==> src/rtl/uart_rx_fifo.sv <==
`default_nettype none
// =====================================================================
// Module   : uart_rx_fifo
// Brief    : 16x-oversampled UART receiver with parity and framing checks
//            feeding a first-word-fall-through receive buffer.
// Revision : 1.0 - initial release
// =====================================================================
module uart_rx_fifo #(
    parameter int CLK_DIV    = 4,
    parameter int DATA_BITS  = 8,
    parameter int PARITY     = 1,
    parameter int FIFO_DEPTH = 4
) (
    input  logic                        clk,
    input  logic                        rst,
    input  logic                        rx,
    output logic [DATA_BITS-1:0]        m_data,
    output logic                        m_valid,
    input  logic                        m_ready,
    output logic [$clog2(FIFO_DEPTH):0] fifo_count,
    output logic                        parity_err,
    output logic                        frame_err,
    output logic                        overflow,
    output logic                        led
);
    localparam int c_DIV_W = (CLK_DIV > 1) ? $clog2(CLK_DIV) : 1;
    localparam int c_PTR_W = $clog2(FIFO_DEPTH);
    localparam int c_BIT_W = $clog2(DATA_BITS);

    localparam logic [c_DIV_W-1:0] c_DIV_LAST = c_DIV_W'(CLK_DIV - 1);
    localparam logic [c_BIT_W-1:0] c_BIT_LAST = c_BIT_W'(DATA_BITS - 1);
    localparam logic [c_PTR_W:0]   c_FULL     = (c_PTR_W + 1)'(FIFO_DEPTH);

    localparam logic [2:0] c_IDLE  = 3'd0;
    localparam logic [2:0] c_START = 3'd1;
    localparam logic [2:0] c_DATA  = 3'd2;
    localparam logic [2:0] c_PAR   = 3'd3;
    localparam logic [2:0] c_STOP  = 3'd4;

    logic                 r_rx_meta;
    logic                 r_rx_sync;
    logic [c_DIV_W-1:0]   r_div;
    logic [2:0]           r_state;
    logic [3:0]           r_tick;
    logic [c_BIT_W-1:0]   r_bit;
    logic [DATA_BITS-1:0] r_shift;
    logic                 r_par_bit;
    logic                 r_wr_req;
    logic                 r_parity_err;
    logic                 r_frame_err;
    logic                 r_overflow;
    logic                 r_led;
    logic [DATA_BITS-1:0] r_mem [FIFO_DEPTH];
    logic [c_PTR_W-1:0]   r_wr_ptr;
    logic [c_PTR_W-1:0]   r_rd_ptr;
    logic [c_PTR_W:0]     r_count;

    logic w_tick;
    logic w_mid;
    logic w_par_bad;
    logic w_full;
    logic w_pop;
    logic w_push;

    always_ff @(posedge clk) begin
        if (rst) begin
            r_rx_meta <= 1'b1;
            r_rx_sync <= 1'b1;
        end else begin
            r_rx_meta <= rx;
            r_rx_sync <= r_rx_meta;
        end
    end

    // Divider is held in IDLE so every frame starts with the same tick phase
    always_ff @(posedge clk) begin
        if (rst || r_state == c_IDLE || w_tick) begin
            r_div <= '0;
        end else begin
            r_div <= r_div + c_DIV_W'(1);
        end
    end

    assign w_tick = (r_state != c_IDLE) && (r_div == c_DIV_LAST);
    assign w_mid  = w_tick && (r_tick == 4'd15);

    generate
        if (PARITY == 0) begin : g_no_par
            assign w_par_bad = 1'b0;
        end else if (PARITY == 1) begin : g_even_par
            assign w_par_bad = ^{r_shift, r_par_bit};
        end else begin : g_odd_par
            assign w_par_bad = ~(^{r_shift, r_par_bit});
        end
    endgenerate

    always_ff @(posedge clk) begin
        if (rst) begin
            r_state      <= c_IDLE;
            r_tick       <= '0;
            r_bit        <= '0;
            r_shift      <= '0;
            r_par_bit    <= 1'b0;
            r_wr_req     <= 1'b0;
            r_parity_err <= 1'b0;
            r_frame_err  <= 1'b0;
        end else begin
            r_wr_req     <= 1'b0;
            r_parity_err <= 1'b0;
            r_frame_err  <= 1'b0;
            case (r_state)
                c_IDLE: begin
                    if (!r_rx_sync) begin
                        r_state <= c_START;
                        r_tick  <= '0;
                    end
                end
                c_START: begin
                    // Eighth tick is mid start bit; restarting the count here puts later samples mid-bit
                    if (w_tick) begin
                        if (r_tick == 4'd7) begin
                            r_tick  <= '0;
                            r_bit   <= '0;
                            r_state <= r_rx_sync ? c_IDLE : c_DATA;
                        end else begin
                            r_tick <= r_tick + 4'd1;
                        end
                    end
                end
                c_DATA: begin
                    if (w_tick) begin
                        r_tick <= r_tick + 4'd1;
                    end
                    if (w_mid) begin
                        r_shift <= {r_rx_sync, r_shift[DATA_BITS-1:1]};
                        r_bit   <= r_bit + c_BIT_W'(1);
                        if (r_bit == c_BIT_LAST) begin
                            r_state <= (PARITY == 0) ? c_STOP : c_PAR;
                        end
                    end
                end
                c_PAR: begin
                    if (w_tick) begin
                        r_tick <= r_tick + 4'd1;
                    end
                    if (w_mid) begin
                        r_par_bit <= r_rx_sync;
                        r_state   <= c_STOP;
                    end
                end
                c_STOP: begin
                    if (w_tick) begin
                        r_tick <= r_tick + 4'd1;
                    end
                    if (w_mid) begin
                        r_state <= c_IDLE;
                        if (!r_rx_sync) begin
                            r_frame_err <= 1'b1;
                        end else if (w_par_bad) begin
                            r_parity_err <= 1'b1;
                        end else begin
                            r_wr_req <= 1'b1;
                        end
                    end
                end
                default: r_state <= c_IDLE;
            endcase
        end
    end

    // The received byte stays in r_shift until the next frame's data phase
    assign w_full = (r_count == c_FULL);
    assign w_pop  = m_valid && m_ready;
    assign w_push = r_wr_req && (!w_full || w_pop);

    always_ff @(posedge clk) begin
        if (rst) begin
            for (int i = 0; i < FIFO_DEPTH; i++) begin
                r_mem[i] <= '0;
            end
            r_wr_ptr   <= '0;
            r_rd_ptr   <= '0;
            r_count    <= '0;
            r_overflow <= 1'b0;
            r_led      <= 1'b0;
        end else begin
            r_overflow <= r_wr_req && w_full && !w_pop;
            if (w_push) begin
                r_mem[r_wr_ptr] <= r_shift;
                r_wr_ptr        <= r_wr_ptr + c_PTR_W'(1);
                r_led           <= ~r_led;
            end
            if (w_pop) begin
                r_rd_ptr <= r_rd_ptr + c_PTR_W'(1);
            end
            if (w_push && !w_pop) begin
                r_count <= r_count + (c_PTR_W + 1)'(1);
            end else if (!w_push && w_pop) begin
                r_count <= r_count - (c_PTR_W + 1)'(1);
            end
        end
    end

    assign m_data     = r_mem[r_rd_ptr];
    assign m_valid    = (r_count != '0);
    assign fifo_count = r_count;
    assign parity_err = r_parity_err;
    assign frame_err  = r_frame_err;
    assign overflow   = r_overflow;
    assign led        = r_led;

endmodule
`default_nettype wire

==> config.mk <==
export PLATFORM = sky130hd
export DESIGN_NAME = uart_rx_fifo
export DESIGN_NICKNAME = d
export VERILOG_FILES = /design/src/rtl/uart_rx_fifo.sv
export SDC_FILE = /design/constraint.sdc
export NUM_CORES = 1
export LEC_CHECK = 0
export CAP_MARGIN = 0
export CELL_PAD_IN_SITES_DETAIL_PLACEMENT = 1
export CELL_PAD_IN_SITES_GLOBAL_PLACEMENT = 1
export CORE_MARGIN = 1.5
export CORE_UTILIZATION = 48
export DETAILED_ROUTE_END_ITERATION = 16
export GPL_ROUTABILITY_DRIVEN = 0
export GPL_TIMING_DRIVEN = 0
export PLACE_DENSITY_LB_ADDON = 0.1
export SYNTH_ARGS = -nofsm -noshare
export SYNTH_HDL_FRONTEND = slang
export SYNTH_SLANG_ARGS = --single-unit
export TNS_END_PERCENT = 30
==> constraint.sdc <==
create_clock -name clk -period 2.65 [get_ports clk]
set_input_delay 0.3975 -clock clk [delete_from_list [all_inputs] [get_ports clk]]
set_output_delay 0.3975 -clock clk [all_outputs]
set_load 0.005 [all_outputs]
==> metrics.yaml, run 1 <==
final_cells: 363
initial_core_util: 0.498
endpoint_kind: "primary output"
finalSetupViolations: 0
nets: 291
ys_seq_area_frac: 0.538
cts_buffers: 9
power_density_mw_per_mm2: 678
status: "finished clean"
core_mm2: 0.00635
ir_worst_vdd_mv: 0.485
antenna_found_initial: 0
cts.sinks: 69
place_hpwl_mm: 4.61
firstDrtPassIters: 4
worstPathArrival_ns: 1.97
maxCapViolCount: 0
critPathMaxStageDelay_ns: 0.55
fin_util: 0.580
wl_mm: 6.61
synth_async_sr_flop_share: 0
ios: 20
critical_path.top_delay_family: "buffers and inverters"
ant_nets: 0
clkLatencyLatePin_ns: 0.34
fin_skew_ns: 0.0107
drive_gt1_frac: 0.168
maxSlewViolCount: 0
critPathSlowestCell: "mux4_2"
grt_pass1_vias: 2207
cts_max_level: 3
hold_viol_final: 0
wl_per_cell_um: 18.2
synth-edff-count: 32
synthMostInstantiatedCell: "dfxtp_1"
ctsResizeCount: 0
min_period_ns: 2.36
area_delta_synth_final_pct: 16.5
ctsHoldBuffers: 0
synth-seq-cells: 69
slew_headroom: 0.608
root_buffer: "clkbuf_8"
grt_start_max_net_pins: 13
overflow: 0
vias_per_cell: 5.50
die_area_mm2: 0.00708
track_usage: 0.210
die_y_um: 84.1
yosysWarnings: 0
place_inst: 347
nFillCells: 631
crit_type: "reg -> out"
die_w_um: 84.1
synthCells: 251
drc_errors: 0
cp-start-kind: "flip-flop"
clk_pin_slew_ns: 0.08
cts_max_path_buffers: 2
fp-row-count: 29
hold_path.class: "reg -> reg"
yosys.area.top_type_share: 0.304
synthFlopType: "dfxtp_1"
cp.buffers_inverters: 2
syn_area_mm2: 0.00316
worstMarginPinSlew_ns: 0.586
yosys.area.top_type: "edfxtp_1"
num_vias: 1996
synth_fp_nets: 261
syn_avg_cell_area_um2: 12.6
rsz0062_at_grt: "no"
synth_common_cells: "37 x dfxtp_1, 32 x and2_1, 32 x edfxtp_1"
ys_top_cells_by_area: "edfxtp_1 30%, dfxtp_1 23%, and2_1 6.3%"
drtIter0Drc: 42
synth_cell_types: 57
portBuffers: 19
power_leakage_nw: 1.36
critical_path_required_ns: 2.25
n_antenna_cell: 0
crit_fanout: 8
grt_pass1_wl_mm: 11.1
worstPathCellList: "buf_2, mux4_2, clkdlybuf4s50_1"
clock.fmax_mhz: 423
cts_tree: "yes"
fin_crit_sh: 0.892
cts_setup_buffers: 0
==> logic make-up (layout without fill, tap and decap cells) <==
kind of cell / after synthesis / in the layout / synth area share
AND/OR/NAND/NOR: 109 / 109 / 0.220
flip-flops: 69 / 69 / 0.538
multiplexers: 21 / 21 / 0.0986
AO/OA/AOI/OAI: 19 / 19 / 0.0499
XOR/XNOR: 14 / 14 / 0.0432
buffers and inverters: 13 / 48 / 0.0241
adder cells (fa/ha/maj): 6 / 6 / 0.0261
==> sequential cells by signal, summed over array words and instances (netlist names), named ones only <==
register    cells
led             1
r_wr_ptr        2
frame_err       1
r_tick          4
r_mem          32
parity_err      1
r_div           2
r_shift         8
r_rx_meta       1
r_par_bit       1
fifo_count      3
r_state         3
r_rd_ptr        2
overflow        1
r_bit           3
r_wr_req        1
r_rx_sync       1
==> final cells by class <==
type / instances / area, um2 / share of cell area
tap: 77 / 96.3 / 0.0262
clock buffer: 11 / 151 / 0.0411
timing repair buffer: 19 / 190 / 0.0517
buffer: 10 / 65.1 / 0.0177
sequential: 69 / 1700 / 0.462
multi-input combinational: 169 / 1380 / 0.376
clock inverter: 5 / 82.6 / 0.0224
inverter: 3 / 11.3 / 0.00306
==> metal layers <==
layer  vias to the layer above  routed length [um]  track usage
met5                         -                   0            0
met4                         0                 113       0.0805
met3                        12                 190       0.0580
met2                        31                3440        0.365
met1                       998                2870        0.246
li1                        955                   -            -
==> path summary, 6_finish.rpt <==
path | from | endpoint | slack, ns | depth (start not counted)
worst max-delay path | flip-flop | m_data[2] | 0.29 | 3
worst min register to register | r_rx_meta$_SDFF_PP1_ | r_rx_sync$_SDFF_PP1_ | 0.41 | 1
worst max register to register | fifo_count[0]$_SDFFE_PP0P_ | fifo_count[2]$_SDFFE_PP0P_ | 0.32 | 8
worst min-delay path | r_rx_meta$_SDFF_PP1_ | r_rx_sync$_SDFF_PP1_ | 0.41 | 1
==> worst register-to-register path, delay by kind of cell (launching register included) <==
family	cells	cell delay, ns
compound gates	1	0.14
xor+xnor	1	0.16
fa+ha+maj	2	0.57
buf+inv	1	0.06
flops	1	0.37
simple gates	3	0.97
==> power by group <==
group	switching, mW	internal [mW]	leakage, nW
combinational	0.141	0.175	0.618
clock	0.411	0.583	0.120
sequential	0.0313	1.15	0.623
total	0.584	1.91	1.36
==> through the flow <==
stage,TNS [ns],setup slack [ns],cell area [um2],hold slack [ns],power [mW]
2_1_floorplan,0,0.447,3160,0.389,1.40
3_3_place_gp,0,0.0182,3450,0.392,1.52
3_5_place_dp,-0.0212,-0.0212,3450,0.404,1.53
4_1_cts,0,0.260,3680,0.420,2.52
5_1_grt,0,0.183,3680,0.442,2.60
6_report,0,0.287,3680,0.412,2.50
==> layout by cell type (no fill, tap or decap), drive strengths merged, types with 2 or more instances in the layout <==
| master | Yosys | layout |
|---|---|---|
| a211o | 2 | 2 |
| a21oi | 5 | 5 |
| a22oi | 2 | 2 |
| and2 | 32 | 32 |
| and3b | 2 | 2 |
| buf | 6 | 6 |
| bufinv | 0 | 2 |
| clkbuf | 4 | 15 |
| clkdlybuf4s50 | 0 | 19 |
| clkinv | 0 | 3 |
| dfxtp | 37 | 37 |
| edfxtp | 32 | 32 |
| ha | 5 | 5 |
| inv | 3 | 3 |
| mux2i | 12 | 12 |
| mux4 | 8 | 8 |
| nand2 | 6 | 6 |
| nand2b | 2 | 2 |
| nand3 | 7 | 7 |
| nand3b | 3 | 3 |
| nor2 | 26 | 26 |
| nor2b | 4 | 4 |
| nor3 | 5 | 5 |
| nor3b | 3 | 3 |
| nor4 | 3 | 3 |
| o21ai | 3 | 3 |
| or2 | 6 | 6 |
| or3 | 3 | 3 |
| or3b | 2 | 2 |
| xnor2 | 5 | 5 |
| xor2 | 8 | 8 |
Note: power is estimated with default switching activity, not from simulation.
==> run 2, diff against run 1 <==
==> config.mk (replaced) <==
export PLATFORM = sky130hd
export DESIGN_NAME = uart_rx_fifo
export DESIGN_NICKNAME = d
export VERILOG_FILES = /design/src/rtl/uart_rx_fifo.sv
export SDC_FILE = /design/constraint.sdc
export NUM_CORES = 1
export LEC_CHECK = 0
export ABC_CLOCK_PERIOD_IN_PS = 2650
export CAP_MARGIN = 0
export CORE_MARGIN = 2
export CORE_UTILIZATION = 58
export DETAILED_ROUTE_END_ITERATION = 16
export GPL_ROUTABILITY_DRIVEN = 0
export GPL_TIMING_DRIVEN = 0
export PLACE_DENSITY = 0.78
export SYNTH_ARGS = -nofsm -noshare
export SYNTH_HDL_FRONTEND = slang
export SYNTH_SLANG_ARGS = --single-unit
export TNS_END_PERCENT = 30
==> run 2 against run 1 <==
Cell area shrank 1.7%. Utilization grew 12 points. Final cell count shrank 1.9%. Highest routed layer unchanged.
==> metrics.yaml, run 2 (synthesis gave the netlist of run 1 again) <==
grt_start_max_net_pins: 13
ctsHoldBuffers: 0
grt_pass1_vias: 1954
root_buffer: "clkbuf_8"
whs_ns: 0.418
maxCapViolCount: 0
clkLatencyLatePin_ns: 0.34
nFillCells: 393
largest-register: "r_mem"
vias_per_cell: 5.50
worstMarginPinSlew_ns: 0.535
clk_pin_slew_ns: 0.07
crit_type: "reg -> out"
antenna_found_initial: 0
place_hpwl_mm: 3.80
worstPathArrival_ns: 1.94
power_density_mw_per_mm2: 627
track_usage: 0.202
cts_buffers: 9
pre_cts_slack_ns: 0.0112
firstDrtPassIters: 5
n_antenna_cell: 0
final_common_cell: "dfxtp_1"
route.met3.wl_um: 139
finalSetupViolations: 0
route.met2.wl_mm: 2.76
min_period_ns: 2.34
rsz0062_at_grt: "no"
ant_nets: 0
power_leakage_nw: 1.33
clock.fmax_mhz: 428
regArea_mm2: 0.00170
die_y_um: 77.8
drive_gt1_frac: 0.161
maxSlewViolCount: 0
ios: 20
multi_input_area_mm2: 0.00138
fin_skew_ns: 0.0102
ir_worst_vdd_mv: 0.456
endpoint_kind: "primary output"
finalSetupTns_ns: 0
critical_path_required_ns: 2.25
die_w_um: 77.8
largest_reg_flops: 32
cts_setup_buffers: 0
largestRegisters: "r_mem (32), r_shift (8), r_tick (4)"
drtIter0Drc: 133
cts.sinks: 69
cts_max_path_buffers: 2
cp-start-kind: "flip-flop"
num_vias: 1957
nets: 291
crit_fanout: 8
initial_core_util: 0.611
cts_tree: "yes"
ctsResizeCount: 0
wl_met1_mm: 2.49
drc_errors: 0
fin_util: 0.700
overflow: 0
fin_ws_ns: 0.314
mostFrequentLayoutCells: "37 x dfxtp_1, 32 x and2_1, 32 x edfxtp_1"
die_area_mm2: 0.00606
wl_mm: 5.50
area_delta_synth_final_pct: 14.5
highest_layer: "met4"
portBuffers: 19
hold_path.class: "reg -> reg"
wl_per_cell_um: 15.4
hold_viol_final: 0
fp-row-count: 26
core_mm2: 0.00517
final_cells: 356
slew_headroom: 0.641
cts_max_level: 3
status: "finished clean"
grt_pass1_wl_mm: 9.25
fin_crit_sh: 0.882
place_inst: 340
-- run 2: cell type report --
class | instances | area share
Buffer | 10 | 0.0180
Clock buffer | 13 | 0.0439
Clock inverter | 3 | 0.00588
Inverter | 3 | 0.00311
Multi-Input combinational cell | 169 | 0.382
Sequential cell | 69 | 0.470
Tap cell | 70 | 0.0242
Timing Repair Buffer | 19 | 0.0526
-- run 2: report_power, final --
group | switching [mW] | leakage [nW] | internal [mW]
combinational | 0.132 | 0.618 | 0.175
clock | 0.385 | 0.0896 | 0.392
sequential | 0.0303 | 0.623 | 1.15
total | 0.546 | 1.33 | 1.72
-- run 2: routing by layer --
layer / vias up / track usage
li1: 961 / -
met1: 953 / 0.246
met2: 32 / 0.341
met3: 11 / 0.0372
met4: 0 / 0.105
met5: - / 0
-- run 2: path summary, 6_finish.rpt --
check | start | to | slack (ns) | cells past startpoint
worst min-delay path | r_rx_meta$_SDFF_PP1_ | r_rx_sync$_SDFF_PP1_ | 0.42 | 1
worst max-delay path | flip-flop | m_data[3] | 0.31 | 3
worst max register to register | fifo_count[0]$_SDFFE_PP0P_ | fifo_count[2]$_SDFFE_PP0P_ | 0.36 | 8
worst min register to register | r_rx_meta$_SDFF_PP1_ | r_rx_sync$_SDFF_PP1_ | 0.42 | 1
-- run 2: critical path: stages (launching register included) --
cell and delay, ns:
dfxtp_1 0.31, buf_2 0.29, mux4_2 0.55, clkdlybuf4s50_1 0.45
-- run 2: stage by stage --
stage	power (mW)	cell area [um2]
4_1_cts	2.29	3620
3_5_place_dp	1.52	3440
2_1_floorplan	1.40	3160
6_report	2.27	3620
3_3_place_gp	1.51	3440
5_1_grt	2.36	3620
==> run 3, diff against run 2 <==
--- a/config.mk
+++ b/config.mk
@@ -5,14 +5,14 @@
 export SDC_FILE = /design/constraint.sdc
 export NUM_CORES = 1
 export LEC_CHECK = 0
-export ABC_CLOCK_PERIOD_IN_PS = 2650
+export ABC_CLOCK_PERIOD_IN_PS = 2700
 export CAP_MARGIN = 0
 export CORE_MARGIN = 2
-export CORE_UTILIZATION = 58
+export CORE_UTILIZATION = 63
 export DETAILED_ROUTE_END_ITERATION = 16
 export GPL_ROUTABILITY_DRIVEN = 0
 export GPL_TIMING_DRIVEN = 0
-export PLACE_DENSITY = 0.78
+export PLACE_DENSITY = 0.84
 export SYNTH_ARGS = -nofsm -noshare
 export SYNTH_HDL_FRONTEND = slang
 export SYNTH_SLANG_ARGS = --single-unit
==> constraint.sdc (replaced) <==
create_clock -name clk -period 2.7 [get_ports clk]
set_input_delay 0.405 -clock clk [delete_from_list [all_inputs] [get_ports clk]]
set_output_delay 0.405 -clock clk [all_outputs]
set_load 0.005 [all_outputs]
==> run 3 against run 2 <==
Critical path depth is 5 higher. Clock skew is 0.0049 ns lower. Wire length rose by 1.2%. Flip-flop and latch count stayed put. Final cell count fell by 0.84%. Sequential power hardly changed. Largest cell class unchanged.
==> metrics.yaml, run 3 (synthesis gave the netlist of run 1 again) <==
maxSlewViolCount: 0
antenna_found_initial: 0
die_area_mm2: 0.00560
cts_max_level: 3
critPathCapture: "fifo_count[2]$_SDFFE_PP0P_"
min_period_ns: 2.34
wl_per_cell_um: 15.8
area_delta_synth_final_pct: 16.2
fin_util: 0.767
cts_buffers: 9
mostFrequentLayoutCells: "37 x dfxtp_1, 32 x and2_1, 32 x edfxtp_1"
clk_pin_slew_ns: 0.07
crit_fanout: 5
clkLatencyLatePin_ns: 0.34
critical_path.top_delay_family: "simple AND/OR/NAND/NOR gates"
firstDrtPassIters: 4
place_hpwl_mm: 3.72
critical_path_required_ns: 2.97
rrSetupSlack_ns: 0.36
worstHoldStart: "r_rx_meta$_SDFF_PP1_"
cts_tree: "yes"
rsz0062_at_grt: "no"
largestRegisters: "r_mem (32), r_shift (8), r_tick (4)"
ant_nets: 0
endpoint_kind: "flip-flop"
fp-row-count: 25
largest-register: "r_mem"
ir_worst_vdd_mv: 0.569
p_total_mw: 2.47
worst-path-stages: 8
drive_gt1_frac: 0.168
cts_max_path_buffers: 2
crit_type: "reg -> reg"
initial_core_util: 0.660
cts.sinks: 69
hold_path.class: "reg -> reg"
placed_area_mm2: 0.00343
vias_per_cell: 5.56
track_usage: 0.226
fin_skew_ns: 0.00531
whs_ns: 0.415
die_y_um: 74.8
cp.buffers_inverters: 1
largest_reg_flops: 32
fin_crit_sh: 0.867
grt_start_max_net_pins: 13
drc_errors: 0
wl_mm: 5.56
n_antenna_cell: 0
critPathSlowestCell: "or3_2"
ctsHoldBuffers: 0
drtIter0Drc: 82
worstMarginPinSlew_ns: 0.552
ctsResizeCount: 0
finalSetupTns_ns: 0
nets: 291
r2r-start: "fifo_count[0]$_SDFFE_PP0P_"
portBuffers: 19
num_vias: 1964
worstPathArrival_ns: 2.62
core_mm2: 0.00479
worstPathCellList: "or3_2, nand2_1, ha_1, inv_1, fa_1, xor2_1, or3_1, a21oi_1"
finalSetupViolations: 0
power_density_mw_per_mm2: 673
critPathMaxStageDelay_ns: 0.52
cp-start-kind: "flip-flop"
ios: 20
crit_start: "fifo_count[0]$_SDFFE_PP0P_"
status: "finished clean"
reg2reg_to: "fifo_count[2]$_SDFFE_PP0P_"
maxCapViolCount: 0
hold_viol_final: 0
grt_pass1_wl_mm: 9.18
grt_pass1_vias: 1919
final_area_mm2: 0.00367
power_leakage_nw: 1.36
root_buffer: "clkbuf_8"
final_common_cell: "dfxtp_1"
clock.fmax_mhz: 427
ff2ff_path_depth: 8
die_w_um: 74.8
overflow: 0
slew_headroom: 0.630
cts_setup_buffers: 0
run 3: cell types whose count changed in the layout (fill, tap and decap cells not counted):
cell / change
clkbuf_8: -2
clkinv_2: +2
clkbuf_1: -2
bufinv_16: +3
clkinvlp_4: -1
run 3: cell type report:
class	instances	area [um2]
fill	311	1110
sequential	69	1700
timing repair buffer	19	190
tap	67	83.8
clock buffer	9	124
buffer	10	65.1
inverter	3	11.3
clock inverter	7	114
multi-input combinational	169	1380
run 3: stage by stage:
stage                     setup WS [ns]  instances
after floorplan                   0.497        251
after global placement           0.0733        337
after detailed placement         0.0506        337
after CTS                         0.320        353
after global routing              0.239        353
final                             0.360        353
run 3: metal layers:
| layer | wire length, um | track usage |
|---|---|---|
| met4 | 131 | 0.119 |
| met1 | 2490 | 0.284 |
| met5 | 0 | 0 |
| met3 | 147 | 0.0469 |
| met2 | 2790 | 0.369 |
run 3: worst min-delay path by stage:
stage,endpoint,cells after the start
after global placement,r_rx_sync$_SDFF_PP1_,1
after global routing,r_rx_sync$_SDFF_PP1_,1
after CTS,r_rx_sync$_SDFF_PP1_,1
after floorplan,r_rx_sync$_SDFF_PP1_,1
after detailed placement,r_rx_sync$_SDFF_PP1_,1
final,r_rx_sync$_SDFF_PP1_,1
run 3: power breakdown:
group	total (mW)	switching, mW	leakage, nW	internal, mW
Clock	1.01	0.396	0.123	0.610
Combinational	0.305	0.133	0.618	0.172
Sequential	1.16	0.0286	0.623	1.13
Total	2.47	0.558	1.36	1.92
